==> config.mk <==
export PLATFORM = sky130hd
export DESIGN_NAME = gemm_pp_src_buf
export DESIGN_NICKNAME = d
export VERILOG_FILES = /design/src/rtl/gemm_pp_src_buf.sv
export SDC_FILE = /design/constraint.sdc
export NUM_CORES = 2
export LEC_CHECK = 0
export BUFFER_PORTS_ARGS = -buffer_cell sky130_fd_sc_hd__buf_4
export CORE_MARGIN = 4
export CORE_UTILIZATION = 30
export DETAILED_ROUTE_END_ITERATION = 10
export PLACE_DENSITY_LB_ADDON = 0.25
export SETUP_SLACK_MARGIN = 0.2
export SYNTH_ARGS = -nofsm -noshare
export SYNTH_HDL_FRONTEND = slang
export SYNTH_SLANG_ARGS = --single-unit
export TNS_END_PERCENT = 100
==> constraint.sdc <==
create_clock -name clk -period 4.73 [get_ports clk]
set_input_delay 0.473 -clock clk [delete_from_list [all_inputs] [get_ports clk]]
set_output_delay 0.473 -clock clk [all_outputs]
set_load 0.1 [all_outputs]
==> src/rtl/gemm_pp_src_buf.sv <==
// Ping-pong operand buffer for the GEMM datapath: the loader fills one bank while the compute array reads the other.
// Optional sticky illegal-access flag enabled by defining GEMM_PP_BUF_ERR_EN.
module gemm_pp_src_buf #(
    parameter int DW = 32,
    parameter int DEPTH = 32,
    localparam int AW = $clog2(DEPTH)
) (
    input  logic          clk,
    input  logic          reset,
    input  logic          src_v,
    input  logic [AW-1:0] src_a,
    input  logic [DW-1:0] src_d,
    input  logic          src_last,
    output logic          src_rdy,
    input  logic          exec,
    input  logic [AW-1:0] ia,
    input  logic          exec_last,
    output logic          exec_rdy,
    output logic [DW-1:0] d,
    output logic [1:0]    full_cnt,
    output logic          err
);

    localparam logic [AW:0] DEPTH_W = (AW + 1)'(DEPTH);

    logic [DW-1:0] mem [2][DEPTH];
    logic          wb;
    logic          rb;
    logic [1:0]    full;
    logic          wr_acc;
    logic          rd_acc;
    logic          wr_in_range;
    logic          rd_in_range;

    assign src_rdy     = !full[wb];
    assign exec_rdy    = full[rb];
    assign full_cnt    = {1'b0, full[0]} + {1'b0, full[1]};
    assign wr_acc      = src_v && src_rdy;
    assign rd_acc      = exec && exec_rdy;
    assign wr_in_range = {1'b0, src_a} < DEPTH_W;
    assign rd_in_range = {1'b0, ia} < DEPTH_W;

    // Storage is never reset; a write in the reset cycle is ignored.
    always_ff @(posedge clk) begin
        if (!reset && wr_acc && wr_in_range) begin
            mem[wb][src_a] <= src_d;
        end
    end

    // An accepted write and read always target different banks, so the two
    // flag updates never touch the same bit.
    always_ff @(posedge clk) begin
        if (reset) begin
            wb   <= 1'b0;
            rb   <= 1'b0;
            full <= 2'b00;
            d    <= '0;
        end else begin
            if (wr_acc && src_last) begin
                full[wb] <= 1'b1;
                wb       <= ~wb;
            end
            if (rd_acc) begin
                d <= rd_in_range ? mem[rb][ia] : '0;
                if (exec_last) begin
                    full[rb] <= 1'b0;
                    rb       <= ~rb;
                end
            end
        end
    end

`ifdef GEMM_PP_BUF_ERR_EN
    logic err_q;

    always_ff @(posedge clk) begin
        if (reset) begin
            err_q <= 1'b0;
        end else if ((src_v && !src_rdy) || (exec && !exec_rdy)) begin
            err_q <= 1'b1;
        end
    end

    assign err = err_q;
`else
    assign err = 1'b0;
`endif

endmodule

# After elaboration in Yosys (flattened, before gate mapping)
# Memory sizes are Yosys's and may differ from the RTL's. A register that Yosys moved wholly into a read port is not among the register bits.
# Cells that the tools add are included.
# totals
reg_bits	36
ramBits	2048
input_bits	48
wordCells	51
memories	1
# classes
n_addsub	1
order_cmp	7
muxes	21
bitwise_logic	7
n_reduce_logical	10
# memory_table
name	depth	word_bits	rd	rd_ports_with_merged_regs	write_ports	line_no	text
mem	2	1024	1	1	1	26	logic [DW-1:0] mem [2][DEPTH];
# op_table
operator	n
two-way mux 1024 bit	1
binary-select mux 32 bit (select 5 bit)	1
demux 32 bit (select 5 bit)	1
two-way mux 32 bit	3
greater-or-equal comparator 6 bit, second input constant	2
NOT 5 -> 6 bit	2
two-way mux 1 bit	9
two-way mux 2 bit	4
logical AND 1 bit	7
< comparator 6 x 1 -> 1 bit, second input constant	1
< comparator 1 x 2 -> 1 bit, second input constant	2
adder 1 x 1 -> 2 bit	1
AND 2 bit	1
demux 1 bit (select 1 bit)	2
greater-or-equal comparator 1 bit, second input constant	2
zero test 1 bit	2
NOT 1 bit	2
NOT 2 bit	1
OR 2 bit	1
AND reduction 2 bit	1

# Longest topological paths before layout
# logic_depth
ltp_word	10
ltp_mapped	10
mapped_depth_nobuf	5

# Worst setup path before layout
# OpenSTA, ideal clock, no wires.
# synth_timing
path_kind	flip-flop to flip-flop
start	reg wb
end	mem mem[1][320] (netlist bit), enable pin
setup_time_ns	0.421
arrival_time_ns	4.553
required_ns	4.309
slack_ns	-0.244
path_stages_with_launch	6
path_buffers	1
cell_sequence	dfxtp_1 > clkbuf_1 > mux2i_1 > nor4bb_1 > nand3_1 > nor2_1
# synth_between
elab_chain_len	7
# synth_lines
item	line_no	text
start: declaration	27	logic wb;
start signal: assignment	61	wb <= ~wb;
two-way mux 1 bit (implied by the code) (2 in series)	35	assign src_rdy = !full[wb];
zero test 1 bit	35	
net src_rdy	14	output logic src_rdy,
logical AND 1 bit	38	assign wr_acc = src_v && src_rdy;
logical AND 1 bit	45	if (!reset && wr_acc && wr_in_range) begin
two-way mux 1 bit	45	
two-way mux 1024 bit (implied by the code)	46	mem[wb][src_a] <= src_d;
end: declaration	26	
# The timed path passes the listed nets, and every way through them passes these cells. The select of a mux whose other input is x is not followed.

# Final worst setup path
# layout_timing
start	reg wb
end	mem mem[0][242] (netlist bit), enable pin
# layout_between
elab_chain_len	7
# layout_lines
item	line_no
two-way mux 1 bit (implied by the code) (2 in series)	35
zero test 1 bit	35
logical AND 1 bit	38
logical AND 1 bit	45
two-way mux 1 bit	45
two-way mux 1024 bit (implied by the code)	46
# Several ways; a longest one is shown, not always the timed one. The select of a mux whose other input is x is not followed.

==> impl_summary.md <==
Status
The run finished with clean final reports.

Synth
Sorting the synthesized cells by area gives the leading types as edfxtp_1, mux4_2, mux2i_1. Synthesis produced a netlist whose cell count is 3701. The distinct cell type count of the synthesized netlist is 57. After synthesis, the share of flip-flops with an asynchronous set or reset is 0%. The synthesized design contains approximately 2.1k register bits. The number of synthesis warnings is 0. After synthesis, the largest area contributor takes up 77.0% of total cell area.

The commonest cells after synthesis are edfxtp_1, mux4_2, mux2i_1, nand2_1, o22ai_1. A synthesized cell averages 21.6 um2. The synthesized design contains 2048 enable-type register cells.

The cell area that synthesis handed to floorplanning was 79900 um2. The share of the Yosys chip area taken by registers is 77.9%. Of all cell types, the one taking the most synthesized area is edfxtp_1. In the synthesized netlist the dominant register cell turns out to be edfxtp_1. By instance count, the leading cell after synthesis is edfxtp_1.

The number of nets in the synthesized netlist is roughly 3.8k.

Timing
Summed over all failing endpoints, the final setup total negative slack is 0 ns. Subtracting the final worst setup slack from the clock period gives 3.88 ns. The count of endpoints failing hold in the final timing report is 0. The final-report max-slew violation count was 0. Setup repair after global routing left no endpoint under its margin.

The final count of negative-setup-slack endpoints is 0. The part of the cycle the worst path needs is 82.1%. For the final database, setup skew stands at 0.0288 ns. The headroom to the max-slew limit is 25.4%. At the pin with the least slew margin, the transition time is 1.12 ns.

Static timing analysis puts the maximum clock frequency at 0.257 GHz.

CTS
No sink is reached through more buffers than the 3 on the longest clock path. The clock sink total is 2085. The CTS tree is yes. After clock tree synthesis, the clock-pin slew on the worst setup and hold paths is roughly 0.060 ns. The number of gates resized after CTS is 0. In this run the post-CTS setup repair buffer count came out at 0. The clock buffer count from CTS is 217. The clock latency on the worst-skew pair is 0.84 ns. Hold repair after CTS inserted 4 buffers. The maximum level of the CTS H-tree is 4.

The clock tree root buffer cell is clkbuf_16.

Floorplan
The height of the die is 524 um. In this run the count of I/O pins placed on the die edge is between 80 and 90. The die outline width is 524 um. In this run the core area contains 189 standard-cell rows. The area of the core region is 265000 um2. Once the floorplan was initialized, standard cells occupied 30.1% of the core. The die covers about 270000 um2.

Setup path
For this design, the slowest cell found on the critical path is nor2_4. The maximum single-stage delay on the critical path is 0.93 ns. The critical path goes through mux2i_2, nor4bb_1, nand2_1, nor2_4, buf_4. The arrival time at the worst endpoint is approximately 4.4 ns. The endpoint class of the critical path is a register.

For the worst setup path, the data required time is 5.25 ns. Along the worst path, the maximum fanout reaches 20. The start point of the critical path is wb. The startpoint identified for the worst register-to-register timing path is wb. The length in cells of the worst reg-to-reg path is 5. STA classifies the critical path startpoint as a register.

The critical path in this run is classified as register to register.

GRT
The global router's overall resource usage is 15.7%. For this run the aggregate overflow at the end of global routing stands at 0. The first global-routing pass estimated between 300 and 400 mm of wire. The number of antenna violations at the first check in global routing is 18. The via count of the first global-routing pass is 39.0k. Entering global routing, the biggest net connects 85 pins.

Routing
The violation count after the first detailed-route iteration is approximately 3.4k. The detail route stage leaves a number of antenna-violating nets equal to 0. The number of remaining DRC errors is 0. The routed design has 218 mm of wire.

The average via count per standard cell is 4.98. The detailed router placed 38.3k vias in this run. The total iterations of the first detailed-routing run is 5.

The routed length per instance is 28.4 um.

Run
The tool flagged a number of max-cap violations equal to 0.

Finish
The filler cells instantiated in the layout total between 20k and 25k. The fraction of layout cells with a size suffix above 1 is 25.4%. From synthesis to final layout, the design area changed by 16.1%. The share of the core filled with cells in the final layout is 35.0%. The post-layout net count is 3997.

Pwr
Summed over all cells, the static leakage comes to about 0.028 uW. In this run the power density over the cells is 416 nW/um2. The largest voltage drop on the vdd net is 393 uV.

Min path
The number of instances on the worst hold path is 3. The path type of the worst min-delay path is primary input to register. The worst hold path startpoint is exec.

Place
Buffers placed on the I/O ports in this run total between 80 and 90. The congestion estimate from routability-driven global placement came to 0.793. The post-DP HPWL is approximately 130 mm.
## metrics by stage
stage / instances / setup WS (ns) / power (uW) / hold WS [ns] / area, um2
after floorplan: 3701 / 0.313 / 21700 / 0.477 / 79900
after global placement: 7258 / 0.937 / 22500 / 0.496 / 85800
after detailed placement: 7258 / 0.930 / 22500 / 0.505 / 85800
after CTS: 7666 / 0.882 / 39000 / 0.0194 / 92700
after global routing: 7671 / 0.730 / 39800 / 0.0520 / 92700
final: 7680 / 0.846 / 38500 / 0.104 / 92700
## cell families after synthesis
logic type      after synthesis  synth area share (%)
flops                      2085                  77.9
mux                         709                  15.4
compound gates              359                  3.30
simple gates                324                  1.90
buf+inv                     222                  1.47
fa+ha+maj                     1                0.0157
other cells                   1               0.00470
## cells in the final DEF (no fill, tap or decap), types with 11 or more instances in the layout
| cell | instances |
|---|---|
| clkbuf_1 | 62 |
| diode_2 | 14 |
| nand3_1 | 40 |
| and2_1 | 40 |
| a221oi_1 | 23 |
| buf_12 | 26 |
| clkbuf_8 | 14 |
| o22ai_1 | 102 |
| edfxtp_1 | 2048 |
| dfxtp_1 | 36 |
| a21oi_1 | 30 |
| mux2_2 | 13 |
| o221ai_1 | 52 |
| nor2_1 | 29 |
| bufinv_16 | 12 |
| nor2_4 | 64 |
| nand4_1 | 11 |
| clkbuf_16 | 220 |
| clkinv_2 | 29 |
| nand2_1 | 102 |
| a31oi_1 | 25 |
| mux2i_1 | 282 |
| buf_4 | 213 |
| o21ai_0 | 19 |
| clkinv_1 | 51 |
| a22oi_1 | 25 |
| mux4_2 | 413 |
## worst paths after layout
kind | slack, ns | end
worst min-delay path | 0.10 | register
worst min register to register | 0.52 | register
worst max register to register | 0.85 | mem[0][242]
worst max-delay path | 0.85 | mem[0][242]
## worst max-delay path: cells and delay by family (launching register included)
kind,cells,cell delay (ns)
AND/OR/NAND/NOR,3,2.39
flip-flops,1,0.52
buffers and inverters,1,0.33
multiplexers,1,0.31
## state kept, by name, summed over array words and instances (netlist names), named ones only
| register | cells |
|---|---|
| d | 32 |
| wb | 1 |
| mem | 2048 |
| rb | 1 |
| full | 2 |
## cell type report
class	instances	area, um2	area share [%]
Timing Repair Buffer	246	2200	2.38
Antenna cell	14	35.0	0.0378
Sequential cell	2085	62200	67.1
Multi-Input combinational cell	1394	17000	18.3
Clock inverter	109	936	1.01
Tap cell	3533	4420	4.77
Clock buffer	295	5920	6.38
Inverter	4	20.0	0.0216
## layer usage
metal	vias up	track usage (%)	part of all wire, %
li1	16200	-	-
met4	8	4.02	2.4
met1	20800	21.7	44
met5	-	0	0.021
met2	1063	25.2	48
met3	264	3.30	5.8
## where the power goes
group | switching (uW) | internal [uW]
combinational | 1180 | 529
sequential | 54.7 | 20300
clock | 7040 | 9400
Power figures use the tool's default switching activity.
